==> config.mk <==
export PLATFORM = sky130hd
export DESIGN_NAME = uart_tx_arbiter_flat
export DESIGN_NICKNAME = d
export VERILOG_FILES = /design/src/rtl/uart_tx_arbiter_if.sv /design/src/rtl/uart_tx_arbiter.sv /design/src/flat_wrapper.sv
export SDC_FILE = /design/constraint.sdc
export NUM_CORES = 1
export LEC_CHECK = 0
export CORE_ASPECT_RATIO = 0.7
export CORE_MARGIN = 2
export CORE_UTILIZATION = 34
export CTS_CLUSTER_DIAMETER = 50
export DETAILED_ROUTE_END_ITERATION = 8
export GPL_ROUTABILITY_DRIVEN = 0
export GPL_TIMING_DRIVEN = 0
export PLACE_DENSITY = 0.81
export RECOVER_POWER = 25
export SLEW_MARGIN = 20
export SYNTH_ARGS = -nofsm -noshare
export SYNTH_HDL_FRONTEND = slang
export SYNTH_SLANG_ARGS = --single-unit
==> constraint.sdc <==
create_clock -name clk -period 2.2 [get_ports clk]
set_input_delay 0.44 -clock clk [delete_from_list [all_inputs] [get_ports clk]]
set_output_delay 0.44 -clock clk [all_outputs]
set_load 0.005 [all_outputs]
==> src/rtl/uart_tx_arbiter_if.sv <==
// AXI-stream bundle around the UART TX arbiter: CH_NUM producer lanes in, one byte lane out.
interface uart_tx_arbiter_if #(
    parameter int unsigned CH_NUM    = 4,
    parameter int unsigned DATA_BITS = 8
);
    logic [CH_NUM*DATA_BITS-1:0] s_axis_tdata;
    logic [CH_NUM-1:0]           s_axis_tvalid;
    logic [CH_NUM-1:0]           s_axis_tlast;
    logic [CH_NUM-1:0]           s_axis_tready;
    logic [DATA_BITS-1:0]        m_axis_tdata;
    logic                        m_axis_tvalid;
    logic                        m_axis_tready;

    modport master (
        output s_axis_tdata, s_axis_tvalid, s_axis_tlast, m_axis_tready,
        input  s_axis_tready, m_axis_tdata, m_axis_tvalid
    );

    modport slave (
        input  s_axis_tdata, s_axis_tvalid, s_axis_tlast, m_axis_tready,
        output s_axis_tready, m_axis_tdata, m_axis_tvalid
    );
endinterface

==> src/rtl/uart_tx_arbiter.sv <==
// Round-robin packet arbiter feeding one UART TX stream from CH_NUM producers,
// optionally prefixing each grant with a channel header byte.
module uart_tx_arbiter #(
    parameter int unsigned CH_NUM    = 4,
    parameter int unsigned DATA_BITS = 8,
    parameter bit          HDR_EN    = 1'b1,
    parameter int unsigned HDR_BASE  = 'hA0,
    parameter int unsigned MAX_BURST = 16
) (
    input  logic              clk,
    input  logic              rst,
    uart_tx_arbiter_if.slave  axis,
    output logic [CH_NUM-1:0] grant,
    output logic              busy
);
    localparam int unsigned IDX_W      = $clog2(CH_NUM);
    localparam int unsigned CNT_W      = (MAX_BURST > 1) ? $clog2(MAX_BURST) : 1;
    localparam int unsigned BURST_LAST = (MAX_BURST > 0) ? MAX_BURST - 1 : 0;

    typedef enum logic [1:0] {
        IDLE,
        HDR,
        DATA
    } state_t;

    state_t             state_q, state_d;
    logic [CH_NUM-1:0]  grant_q, grant_d;
    logic [IDX_W-1:0]   last_q, last_d;
    logic [CNT_W-1:0]   count_q, count_d;

    logic               found;
    logic [IDX_W-1:0]   pick;
    logic [IDX_W-1:0]   idx;
    logic [DATA_BITS-1:0] sel_data;
    logic [DATA_BITS-1:0] hdr_byte;
    logic [DATA_BITS-1:0] m_data;
    logic               m_valid;
    logic [CH_NUM-1:0]  s_ready;

    // Search starts just after the previous owner, so last_q doubles as the rotation pointer.
    always_comb begin
        found = 1'b0;
        pick  = last_q;
        idx   = last_q;
        for (int unsigned i = 1; i <= CH_NUM; i++) begin
            idx = IDX_W'((32'(last_q) + i) % CH_NUM);
            if (!found && axis.s_axis_tvalid[idx]) begin
                found = 1'b1;
                pick  = idx;
            end
        end
    end

    assign sel_data = DATA_BITS'(axis.s_axis_tdata >> (DATA_BITS * 32'(last_q)));
    assign hdr_byte = DATA_BITS'(HDR_BASE + 32'(last_q));

    always_comb begin
        state_d = state_q;
        grant_d = grant_q;
        last_d  = last_q;
        count_d = count_q;
        m_data  = '0;
        m_valid = 1'b0;
        s_ready = '0;
        case (state_q)
            IDLE: begin
                if (found) begin
                    grant_d = CH_NUM'(1) << pick;
                    last_d  = pick;
                    count_d = '0;
                    state_d = HDR_EN ? HDR : DATA;
                end
            end
            HDR: begin
                m_valid = 1'b1;
                m_data  = hdr_byte;
                if (axis.m_axis_tready) begin
                    state_d = DATA;
                end
            end
            DATA: begin
                m_data  = sel_data;
                m_valid = axis.s_axis_tvalid[last_q];
                s_ready = grant_q & {CH_NUM{axis.m_axis_tready}};
                if (m_valid && axis.m_axis_tready) begin
                    count_d = count_q + 1'b1;
                    // Burst limit releases the grant mid-packet; the rest resumes with a fresh header.
                    if (axis.s_axis_tlast[last_q] ||
                        ((MAX_BURST != 0) && (count_q == CNT_W'(BURST_LAST)))) begin
                        state_d = IDLE;
                        grant_d = '0;
                    end
                end
            end
            default: state_d = IDLE;
        endcase
    end

    always_ff @(posedge clk) begin
        if (rst) begin
            state_q <= IDLE;
            grant_q <= '0;
            last_q  <= IDX_W'(CH_NUM - 1);
            count_q <= '0;
        end else begin
            state_q <= state_d;
            grant_q <= grant_d;
            last_q  <= last_d;
            count_q <= count_d;
        end
    end

    assign axis.m_axis_tdata  = m_data;
    assign axis.m_axis_tvalid = m_valid;
    assign axis.s_axis_tready = s_ready;
    assign grant              = grant_q;
    assign busy               = (state_q != IDLE);
endmodule

==> src/flat_wrapper.sv <==
// flat-port wrapper written by rule: the top's interface ports become plain ports
module uart_tx_arbiter_flat 
#(
    parameter int unsigned CH_NUM    = 4,
    parameter int unsigned DATA_BITS = 8,
    parameter bit          HDR_EN    = 1'b1,
    parameter int unsigned HDR_BASE  = 'hA0,
    parameter int unsigned MAX_BURST = 16
)
  (clk, rst, grant, busy, axis_s_axis_tdata, axis_s_axis_tvalid, axis_s_axis_tlast, axis_m_axis_tready, axis_s_axis_tready, axis_m_axis_tdata, axis_m_axis_tvalid);
  uart_tx_arbiter_if #(.CH_NUM(CH_NUM), .DATA_BITS(DATA_BITS)) axis_i ();
  input  logic clk;
  input  logic rst;
  output logic [CH_NUM-1:0] grant;
  output logic busy;
  input wire logic [$bits(axis_i.s_axis_tdata)-1:0] axis_s_axis_tdata;
  input wire logic [$bits(axis_i.s_axis_tvalid)-1:0] axis_s_axis_tvalid;
  input wire logic [$bits(axis_i.s_axis_tlast)-1:0] axis_s_axis_tlast;
  input wire logic [$bits(axis_i.m_axis_tready)-1:0] axis_m_axis_tready;
  output wire logic [$bits(axis_i.s_axis_tready)-1:0] axis_s_axis_tready;
  output wire logic [$bits(axis_i.m_axis_tdata)-1:0] axis_m_axis_tdata;
  output wire logic [$bits(axis_i.m_axis_tvalid)-1:0] axis_m_axis_tvalid;
  assign axis_i.s_axis_tdata = axis_s_axis_tdata;
  assign axis_i.s_axis_tvalid = axis_s_axis_tvalid;
  assign axis_i.s_axis_tlast = axis_s_axis_tlast;
  assign axis_i.m_axis_tready = axis_m_axis_tready;
  assign axis_s_axis_tready = axis_i.s_axis_tready;
  assign axis_m_axis_tdata = axis_i.m_axis_tdata;
  assign axis_m_axis_tvalid = axis_i.m_axis_tvalid;
  uart_tx_arbiter #(.CH_NUM(CH_NUM), .DATA_BITS(DATA_BITS), .HDR_EN(HDR_EN), .HDR_BASE(HDR_BASE), .MAX_BURST(MAX_BURST)) u_core (.clk(clk), .rst(rst), .axis(axis_i), .grant(grant), .busy(busy));
endmodule
==> flow_metrics.py <==
metrics = {
    "status": {
        "outcome": "finished, final reports clean",
    },
    "cts": {
        "clock-sinks": 12,
        "clkTransAtPathRegs_ns": 0.05,
        "clk_latency_ns": 0.24,
        "cts_made_buffers": 3,
        "cts_root_buffer": "clkbuf_8",
        "h-tree-depth": 1,
        "cts_buffer_depth": 2,
        "cts_tree": "done",
    },
    "yosys": {
        "syn_avg_cell_area_sq_um": 9.56,
        "yosysUniqueCellTypes": 40,
        "synthArstFlopShare_pct": 0,
        "ys.flop_type": "dfxtp_1",
        "yosysSeqAreaShare_pct": 22.0,
        "syn_inst": 114,
        "ys_seq_elements": 12,
        "yosysWarningCount": 0,
        "syn-num-nets": 162,
        "synth_edf_count": 0,
        "syn_area_sq_um": 1090,
    },
    "placement": {
        "placed_cells": 211,
        "port_buffers": 59,
        "post-place-ws_ns": -0.435,
        "dp_hpwl_microns": 3010,
    },
    "sta": {
        "maxSlewViolCount": 0,
        "finalSetupTns_ns": 0,
        "rsz0062_at_grt": "true",
        "finalCritPeriodShare_pct": 99.7,
        "setup_viol": 0,
        "slew_headroom_pct": 37.1,
        "period_needed_ns": 2.19,
        "holdWs_ns": 0.486,
        "fin_worst_skew_ns": 0.00285,
        "worst_slack_ns": 0.00697,
        "worst_slew_pin_slew_ns": 0.931,
        "max_freq_ghz": 0.456,
        "hold_viol_final": 0,
    },
    "critical_path": {
        "worst-path-buf-inv": 3,
        "crit_slowest_cell": "mux4_2",
        "r2r-start": "u_core.state_q[0]$_SDFFE_PP0P_",
        "arrival_ns": 1.75,
        "cp-start-kind": "flip-flop",
        "critPathRequiredTime_ns": 1.76,
        "reg2reg_to": "u_core.count_q[3]$_SDFFE_PP0P_",
        "cp.depth": 5,
        "crit_chain": "buf_6 -> buf_8 -> mux4_2 -> and3_1 -> dlygate4sd2_1",
        "endpoint_kind": "output port",
        "reg2regPathDepth": 8,
        "worstSetupPathType": "reg -> out",
        "cp_slowest_stage_delay_ns": 0.48,
        "ff2ff_setup_slack_ns": 0.13,
        "path_max_fanout": 7,
        "cp_top_family": "buffers and inverters",
    },
    "final_layout": {
        "drive_gt1_share_pct": 25.5,
        "final_cell_mix": "clkdlybuf4s50_1 (36), inv_1 (10), mux4_2 (10), dfxtp_1 (10), buf_4 (8)",
        "final_cells": 222,
        "antenna_cells": 0,
        "layout_commonest_cell": "clkdlybuf4s50_1",
        "final_nets": 234,
        "synthToLayoutAreaGrowth_pct": 71.4,
    },
    "global_route": {
        "antenna_found_initial": 0,
        "grt_pass1_vias": 1226,
        "grt_start_max_net_pins": 11,
        "grt_usage_pct": 21.3,
        "grt_pass1_wl_microns": 5820,
        "grt_overflow": 0,
    },
    "die": {
        "die_h_microns": 51.4,
        "start_util_pct": 35.1,
        "die_w_microns": 71.7,
        "coreArea_sq_um": 3110,
        "rows": 17,
        "io-pin-count": 61,
        "design.die.area_sq_um": 3680,
    },
    "drt": {
        "wl_per_cell_microns": 17.4,
        "vias_per_cell": 5.66,
        "drc": 0,
        "drtAntennaViolNets": 0,
        "drtPass1Iterations": 4,
        "postRouteWirelength_microns": 3860,
        "num_vias": 1256,
        "first_iter_violations": 28,
    },
    "power": {
        "vdd_drop_max_mv": 0.591,
        "power.total_uw": 1800,
        "power_density_nw_per_um2": 961,
        "p_leak_uw": 0.000824,
    },
    "worst_hold_path": {
        "hold_depth": 2,
        "hold_path.class": "reg -> reg",
        "hold_start": "u_core.state_q[1]$_SDFFE_PP0P_",
        "min_to": "u_core.state_q[1]$_SDFFE_PP0P_",
    },
    "job": {
        "cap_violations": 0,
    },
}
## per-layer routing
| layer | global-route usage (%) | vias to the layer above | wire (microns) |
|---|---|---|---|
| met2 | 38.4 | 33 | 2120 |
| met4 | 10.1 | 0 | 66 |
| met1 | 23.4 | 628 | 1510 |
| met5 | 0 | - | 0 |
| li1 | - | 585 | - |
| met3 | 5.92 | 10 | 168 |
## flip-flops by register name, summed over array words and instances (netlist names)
signal and flops:
u_core.count_q 4, u_core.grant 4, u_core.last_q 2, u_core.state_q 2
## how the worst max path moves through the flow
stage	start	to	slack, ns
after floorplan	u_core.state_q[0]$_SDFFE_PP0P_	u_core.count_q[3]$_SDFFE_PP0P_	0.36
after global routing	u_core.last_q[0]$_SDFFE_PP1P_	axis_m_axis_tdata[3]	-0.04
after CTS	axis_s_axis_tdata[25]	axis_m_axis_tdata[1]	-0.03
after detailed placement	axis_s_axis_tvalid[3]	axis_m_axis_tvalid	-0.43
after global placement	axis_s_axis_tvalid[3]	axis_m_axis_tvalid	-0.43
final	u_core.last_q[0]$_SDFFE_PP1P_	axis_m_axis_tdata[3]	0.007
## cells in the mapped netlist, drive strengths merged (3+ instances only)
cell type | instances | area share (%)
dfxtp | 12 | 22
inv | 10 | 3.4
mux4 | 10 | 21
a21oi | 8 | 4.7
and3 | 8 | 4.6
nand2 | 7 | 2.4
nor2b | 7 | 4.0
buf | 5 | 2.8
ha | 5 | 5.7
nor3 | 5 | 2.3
o32ai | 4 | 3.2
mux2i | 3 | 2.8
o21ai | 3 | 1.4
## worst min-delay path, stage by stage, from the launching register on
cell     delay (ns)
dfxtp_1        0.33
nand2_1        0.06
mux2i_1        0.05
## stage by stage
stage | area, sq um | util, %
5_1_grt | 1870 | 60.2
3_5_place_dp | 1730 | 55.6
2_1_floorplan | 1090 | -
6_report | 1870 | 60.2
4_1_cts | 1850 | 59.4
3_3_place_gp | 1730 | 55.6
## cell families (layout without fill, tap and decap cells)
kind of cell,Yosys count,after routing,share of synthesized area (%)
and+or+nand+nor,40,40,21.2
muxes,14,14,25.1
DFF,12,12,22.0
buffers and inverters,17,87,6.89
AOI/OAI and AO/OA,26,26,18.9
adders and majority gates,5,5,5.74
## power breakdown
group | internal, uW | leakage, uW | switching [uW]
clock | 120 | 0.0000216 | 77.3
sequential | 281 | 0.0000982 | 37.8
combinational | 680 | 0.000704 | 598
## repair_timing
item,in CTS,in global routing
buffers inserted,6,2
hold buffers,0,0
pin swaps,0,4
setup endpoints to repair,13,14
cloned,0,0
gates resized for setup,36,19
## final cells by class
type	count	area (sq um)
repair buffers	67	632
well taps	38	47.5
clock buffers	3	41.3
flip-flops and latches	12	243
plain buffers	7	73.8
multi-input cells	85	793
fillers	272	1240
inverters	10	37.5
(Power assumes the default switching activity.)
